### src/rtl/dna_pkg.sv
// dna_pkg: nucleotide encoding, packing geometry and writer states shared by writer and searcher
package dna_pkg;
  typedef enum logic [1:0] {A = 2'b00, C = 2'b01, G = 2'b10, T = 2'b11} nuc_t;
  localparam int NUCS_PER_WORD = 8;
  typedef enum logic [1:0] {IDLE, RECV, DONE} writer_state_t;
endpackage

### src/rtl/dna_seq_writer_if.sv
// dna_seq_writer_if: nucleotide stream in (nuc_in/nuc_valid/nuc_last/nuc_ready) and memory write port out (mem_addr/mem_data/mem_we)
interface dna_seq_writer_if import dna_pkg::*; #(parameter int ADDR_W = 16);
  nuc_t nuc_in;
  logic nuc_valid, nuc_last, nuc_ready, mem_we;
  logic [ADDR_W-1:0] mem_addr;
  logic [15:0] mem_data;
  modport master (output nuc_in, nuc_valid, nuc_last, input nuc_ready, mem_addr, mem_data, mem_we);
  modport slave (input nuc_in, nuc_valid, nuc_last, output nuc_ready, mem_addr, mem_data, mem_we);
endinterface

### src/rtl/dna_packer.sv
// dna_packer: packs nucleotides MSB-first into a 16-bit word
// ports: clock, reset_N, clear (wins over push), push + nuc; word = buffer with the pushed nucleotide merged in, full = last slot, empty = no slot used
module dna_packer import dna_pkg::*; (
  input  logic clock,
  input  logic reset_N,
  input  logic clear,
  input  logic push,
  input  nuc_t nuc,
  output logic [15:0] word,
  output logic full,
  output logic empty
);
  logic [2:0] slot;
  logic [15:0] pack_q;
  assign word = push ? pack_q | (16'(nuc) << (4'd14 - {slot, 1'b0})) : pack_q;
  assign full = slot == 3'(NUCS_PER_WORD - 1);
  assign empty = slot == 3'd0;
  always_ff @(posedge clock or negedge reset_N)
    if (!reset_N) begin
      slot <= '0;
      pack_q <= '0;
    end else if (clear) begin
      slot <= '0;
      pack_q <= '0;
    end else if (push) begin
      slot <= slot + 3'd1;
      pack_q <= word;
    end
endmodule

### src/rtl/dna_seq_writer.sv
// dna_seq_writer: streams 2-bit nucleotides into consecutive 16-bit memory words from a latched base
// ports: clock, reset_N, start + base_addr begin a load, bus carries the nucleotide stream and memory write port,
// dna_length/done/error report the load outcome
module dna_seq_writer import dna_pkg::*; #(
  parameter int MAX_LEN = 1024,
  parameter int ADDR_W = 16
) (
  input  logic clock,
  input  logic reset_N,
  input  logic start,
  input  logic [ADDR_W-1:0] base_addr,
  dna_seq_writer_if.slave bus,
  output logic [15:0] dna_length,
  output logic done,
  output logic error
);
  writer_state_t state;
  logic [ADDR_W-1:0] base, word_idx;
  logic [15:0] word;
  logic full, empty, take, ovf, push, flush, wr, go;
  assign bus.nuc_ready = state == RECV;
  assign take = bus.nuc_valid && state == RECV;
  assign ovf = take && dna_length == 16'(MAX_LEN);
  assign push = take && !ovf;
  assign flush = push && (full || bus.nuc_last);
  // an overflow flushes whatever partial word is still buffered
  assign wr = flush || (ovf && !empty);
  assign go = start && state != RECV;
  dna_packer u_packer (
    .clock(clock), .reset_N(reset_N), .clear(go || flush), .push(push),
    .nuc(bus.nuc_in), .word(word), .full(full), .empty(empty)
  );
  always_ff @(posedge clock or negedge reset_N)
    if (!reset_N) begin
      state <= IDLE;
      base <= '0;
      word_idx <= '0;
      dna_length <= '0;
      done <= 1'b0;
      error <= 1'b0;
      bus.mem_we <= 1'b0;
      bus.mem_addr <= '0;
      bus.mem_data <= '0;
    end else begin
      bus.mem_we <= wr;
      if (wr) begin
        bus.mem_addr <= base + word_idx;
        bus.mem_data <= word;
      end
      if (flush) word_idx <= word_idx + ADDR_W'(1);
      if (push) dna_length <= dna_length + 16'd1;
      if (go) begin
        state <= RECV;
        base <= base_addr;
        word_idx <= '0;
        dna_length <= '0;
        done <= 1'b0;
        error <= 1'b0;
      end else if (ovf) begin
        state <= DONE;
        done <= 1'b1;
        error <= 1'b1;
      end else if (push && bus.nuc_last) begin
        state <= DONE;
        done <= 1'b1;
      end
    end
endmodule
### src/flat_wrapper.sv
// flat-port wrapper written by rule: the top's interface ports become plain ports
module dna_seq_writer_flat import dna_pkg::*;
#(
  parameter int MAX_LEN = 1024,
  parameter int ADDR_W = 16
)
  (clock, reset_N, start, base_addr, dna_length, done, error, bus_nuc_in, bus_nuc_valid, bus_nuc_last, bus_nuc_ready, bus_mem_addr, bus_mem_data, bus_mem_we);
  dna_seq_writer_if #(.ADDR_W(ADDR_W)) bus_i ();
  input  logic clock;
  input  logic reset_N;
  input  logic start;
  input  logic [ADDR_W-1:0] base_addr;
  output logic [15:0] dna_length;
  output logic done;
  output logic error;
  input wire logic [$bits(bus_i.nuc_in)-1:0] bus_nuc_in;
  input wire logic [$bits(bus_i.nuc_valid)-1:0] bus_nuc_valid;
  input wire logic [$bits(bus_i.nuc_last)-1:0] bus_nuc_last;
  output wire logic [$bits(bus_i.nuc_ready)-1:0] bus_nuc_ready;
  output wire logic [$bits(bus_i.mem_addr)-1:0] bus_mem_addr;
  output wire logic [$bits(bus_i.mem_data)-1:0] bus_mem_data;
  output wire logic [$bits(bus_i.mem_we)-1:0] bus_mem_we;
  assign bus_i.nuc_in = bus_nuc_in;
  assign bus_i.nuc_valid = bus_nuc_valid;
  assign bus_i.nuc_last = bus_nuc_last;
  assign bus_nuc_ready = bus_i.nuc_ready;
  assign bus_mem_addr = bus_i.mem_addr;
  assign bus_mem_data = bus_i.mem_data;
  assign bus_mem_we = bus_i.mem_we;
  dna_seq_writer #(.MAX_LEN(MAX_LEN), .ADDR_W(ADDR_W)) u_core (.clock(clock), .reset_N(reset_N), .start(start), .base_addr(base_addr), .bus(bus_i), .dna_length(dna_length), .done(done), .error(error));
endmodule
### config.mk
export PLATFORM = sky130hd
export DESIGN_NAME = dna_seq_writer_flat
export DESIGN_NICKNAME = d
export VERILOG_FILES = /design/src/rtl/dna_pkg.sv /design/src/rtl/dna_seq_writer_if.sv /design/src/rtl/dna_packer.sv /design/src/rtl/dna_seq_writer.sv /design/src/flat_wrapper.sv
export SDC_FILE = /design/constraint.sdc
export NUM_CORES = 1
export LEC_CHECK = 0
export ABC_CLOCK_PERIOD_IN_PS = 2700
export CORE_MARGIN = 5
export CORE_UTILIZATION = 60
export CTS_BUF_LIST = sky130_fd_sc_hd__clkbuf_8 sky130_fd_sc_hd__clkbuf_16
export DETAILED_ROUTE_END_ITERATION = 8
export DONT_BUFFER_PORTS = 1
export PLACE_DENSITY = 0.76
export SLEW_MARGIN = 20
export SYNTH_ARGS = -nofsm -noshare
export SYNTH_HDL_FRONTEND = slang
export SYNTH_SLANG_ARGS = --single-unit
### constraint.sdc
create_clock -name clock -period 2.7 [get_ports clock]
set_clock_uncertainty 0.2 [all_clocks]
set_input_delay 0.27 -clock clock [delete_from_list [all_inputs] [get_ports clock]]
set_output_delay 0.27 -clock clock [all_outputs]
set_load 0.01 [all_outputs]
==> impl_metrics.py <==
metrics = {
    "clock_tree": {
        "cts_hold_buf": 17,
        "postCtsSetupBuffers": 0,
        "cts_buffers": 9,
        "cts-root-buf": "clkbuf_8",
        "clkLatencyLatePin_ns": 0.35,
        "cts_tree": "yes",
        "clk_path_buf_depth": 2,
        "cts.clk_slew.worst_paths_ns": 0.09,
        "htree_levels": 3,
        "cts.sinks": 103,
    },
    "pwr": {
        "clockPowerShare_pct": 22.0,
        "p_comb_share_pct": 31.9,
        "p_switching_mw": 1.69,
        "finalPower_mw": 4.74,
        "seqPwrFrac_pct": 46.1,
        "swShare_pct": 35.6,
        "p_per_area_nw_per_um2": 833,
        "leakage_nw": 2.55,
        "vdd_drop_max_mv": 0.388,
        "p_int_mw": 3.05,
    },
    "timing": {
        "max_slew_margin_pct": 65.1,
        "rsz0062_at_grt": "no",
        "worst_pin_slew_ns": 0.523,
        "period_minus_slack_ns": 2.55,
        "setup-violations-final": 0,
        "fmax_mhz": 392,
        "whs_ns": -0.603,
        "drv_slew": 0,
        "tns_ns": 0,
        "hold_violations": 103,
        "fin_ws_ns": 0.146,
        "min_period_over_period_pct": 94.6,
    },
    "grt": {
        "grt_first_pass_wirelength_um": 18400,
        "grt_pass1_vias": 3719,
        "grt_max_degree": 104,
        "grt.total_usage_pct": 22.4,
        "antenna_found_initial": 0,
        "gr-total-overflow": 0,
    },
    "synthesis": {
        "post_synth_num_cell_types": 55,
        "synth-async-reset-ratio_pct": 100,
        "synth-edff-count": 0,
        "netlist_area_um2": 5140,
        "yosysSeqAreaShare_pct": 50.1,
        "synth-main-ff-cell": "dfrtp_1",
        "syn-num-nets": 556,
        "syn_area_per_cell_um2": 10.1,
        "synthCells": 511,
        "yosys_warnings": 0,
        "ys_seq_elements": 103,
    },
    "worst_setup_path": {
        "critPathArrivalTime_ns": 2.60,
        "crit_buf_inv": 0,
        "timing.critical_path.slowest_cell_delay_ns": 0.44,
        "path_cells": "ha_1, fa_1, a211oi_1, o21a_1, o31ai_1, a31oi_1, xor2_1, o21ai_1",
        "critPathLaunchType": "register",
        "cp.required_ns": 2.75,
        "crit_path_end_kind": "register",
        "path_max_fanout": 4,
        "slowest_stage": "dfrtp_1",
        "critPathTopFamily": "compound AO/OA/AOI/OAI gates",
        "crit_type": "reg2reg",
    },
    "routing": {
        "viasPerCell": 5.78,
        "drtAntennaViolNets": 0,
        "dr.pass1.iters": 5,
        "drc_errors": 0,
        "routed_wl_um": 10800,
        "drt_iter0_markers": 192,
        "vias": 3725,
        "wire_per_inst_um": 16.8,
    },
    "floorplanning": {
        "rows": 33,
        "top_level_ports": 75,
        "core_um2": 8300,
        "die_h_um": 103,
        "die_x_um": 103,
        "dieArea_um2": 10500,
        "start_util_pct": 62.0,
    },
    "job": {
        "maxCapViolCount": 0,
    },
    "layout": {
        "fin_cells": 644,
        "mostFrequentLayoutCells": "dfrtp_1 (103), nor2_1 (52), nand2_1 (44)",
        "mostFrequentLayoutCell": "dfrtp_1",
        "synthToLayoutAreaGrowth_pct": 10.6,
        "fillers": 641,
        "final_net_count": 580,
        "insertedDiodeCount": 0,
        "final_util_pct": 68.6,
        "final_cell_area_um2": 5690,
        "drive_gt1_share_pct": 10.8,
    },
    "worst_hold_path": {
        "hold_class": "in2async",
    },
    "placed_design": {
        "dp_cells": 612,
        "post-place-ws_ns": 0.180,
        "port_buffers": 0,
        "gp_congestion": 0.887,
        "hpwl_um": 7730,
        "dpl_cell_area_um2": 5300,
    },
    "run_status": {
        "violations": "hold timing",
        "status": "finished with violations",
    },
}
-- power groups by stage --
stage	registers, mW	logic, mW	clock network (mW)
6_report	2.18	1.51	1.04
5_1_grt	2.23	1.72	1.13
4_1_cts	2.19	1.51	1.07
3_5_place_dp	2.22	1.47	0
3_3_place_gp	2.20	1.44	0
2_1_floorplan	2.15	1.16	0
-- path summary, 6_finish.rpt --
path                                    startpoint                         to  slack [ns]  cells past startpoint
min in group clock                    bus_nuc_last            u_core.state[1]        0.03                      2
worst min register to register     u_core.state[0]            u_core.state[0]        0.29                      1
worst max register to register  u_core.word_idx[0]    u_core.bus.mem_addr[14]        0.15                      8
worst min-delay path                       reset_N  u_core.u_packer.pack_q[9]       -0.60                      0
worst max-delay path            u_core.word_idx[0]    u_core.bus.mem_addr[14]        0.15                      8
max in group asynchronous                  reset_N            u_core.base[15]        2.76                      0
-- cell usage after synthesis (2+ instances only) --
cell	number	area, um^2
nor4_1	4	25.0
mux2_1	3	33.8
clkbuf_2	3	15.0
xnor2_1	20	175
o211ai_1	3	22.5
o21ai_0	29	145
buf_2	2	10.0
nor2_1	52	195
and3_1	12	75.1
a31oi_1	10	62.6
xor2_1	15	131
a21o_1	4	30.0
o31ai_1	3	22.5
o21bai_1	4	30.0
o21a_1	5	37.5
clkbuf_1	9	33.8
o21ai_1	10	50.1
a21oi_1	43	215
mux2_2	17	191
ha_1	21	263
inv_1	15	56.3
dfrtp_1	103	2580
and2_1	4	25.0
nand4_1	8	50.1
nand3_1	13	65.1
or3_1	11	68.8
nand2_1	44	165
nor3_1	8	40.0
nor2b_1	4	25.0
a211oi_1	3	22.5
buf_6	5	56.3
-- worst reg2reg max path, cell delays in order (launching register included) --
cell      delay, ns
dfrtp_1        0.44
ha_1           0.26
fa_1           0.43
a211oi_1       0.33
o21a_1         0.22
o31ai_1        0.12
a31oi_1        0.23
xor2_1         0.16
o21ai_1        0.07
-- final cells by class --
cell class / instances / area, um^2 / area share [%]
clock inverter: 5 / 81.3 / 1.43
multi-input combinational: 372 / 2400 / 42.2
tap: 105 / 131 / 2.31
inverter: 16 / 60.1 / 1.06
clock buffer: 10 / 138 / 2.42
timing repair buffer: 33 / 303 / 5.32
sequential: 103 / 2580 / 45.3
-- timing repair --
action,in CTS,in global routing
endpoints found under the hold margin,120,103
gates resized for setup,0,1
endpoints found under the setup margin,0,2
-- cell families (layout without fill, tap and decap cells) --
kind of cell	after synthesis	in the layout	synth area share, %
XOR/XNOR	35	35	5.96
AO/OA/AOI/OAI	121	121	13.8
flip-flops	103	103	50.1
buffers and inverters	36	64	3.48
adder cells (fa/ha/maj)	22	22	5.50
AND/OR/NAND/NOR	173	173	16.5
multiplexers	21	21	4.57
-- metal layers --
| metal | share of wire, % | track usage (%) | vias up |
|---|---|---|---|
| met2 | 47 | 34.5 | 102 |
| li1 | - | - | 1837 |
| met4 | 1.0 | 5.95 | 0 |
| met5 | 0 | 0 | - |
| met3 | 6.7 | 5.75 | 6 |
| met1 | 46 | 31.9 | 1780 |
-- state kept, by name (all words and copies together) (netlist names) --
| name | cells |
|---|---|
| u_core.u_packer.pack_q | 16 |
| u_core.u_packer.slot | 3 |
| u_core.bus.mem_addr | 16 |
| u_core.dna_length | 16 |
| u_core.state | 2 |
| u_core.bus.mem_we | 1 |
| u_core.word_idx | 16 |
| u_core.bus.mem_data | 16 |
| u_core.base | 16 |
| u_core.error | 1 |
No activity file was read; power rests on OpenSTA's default activity.
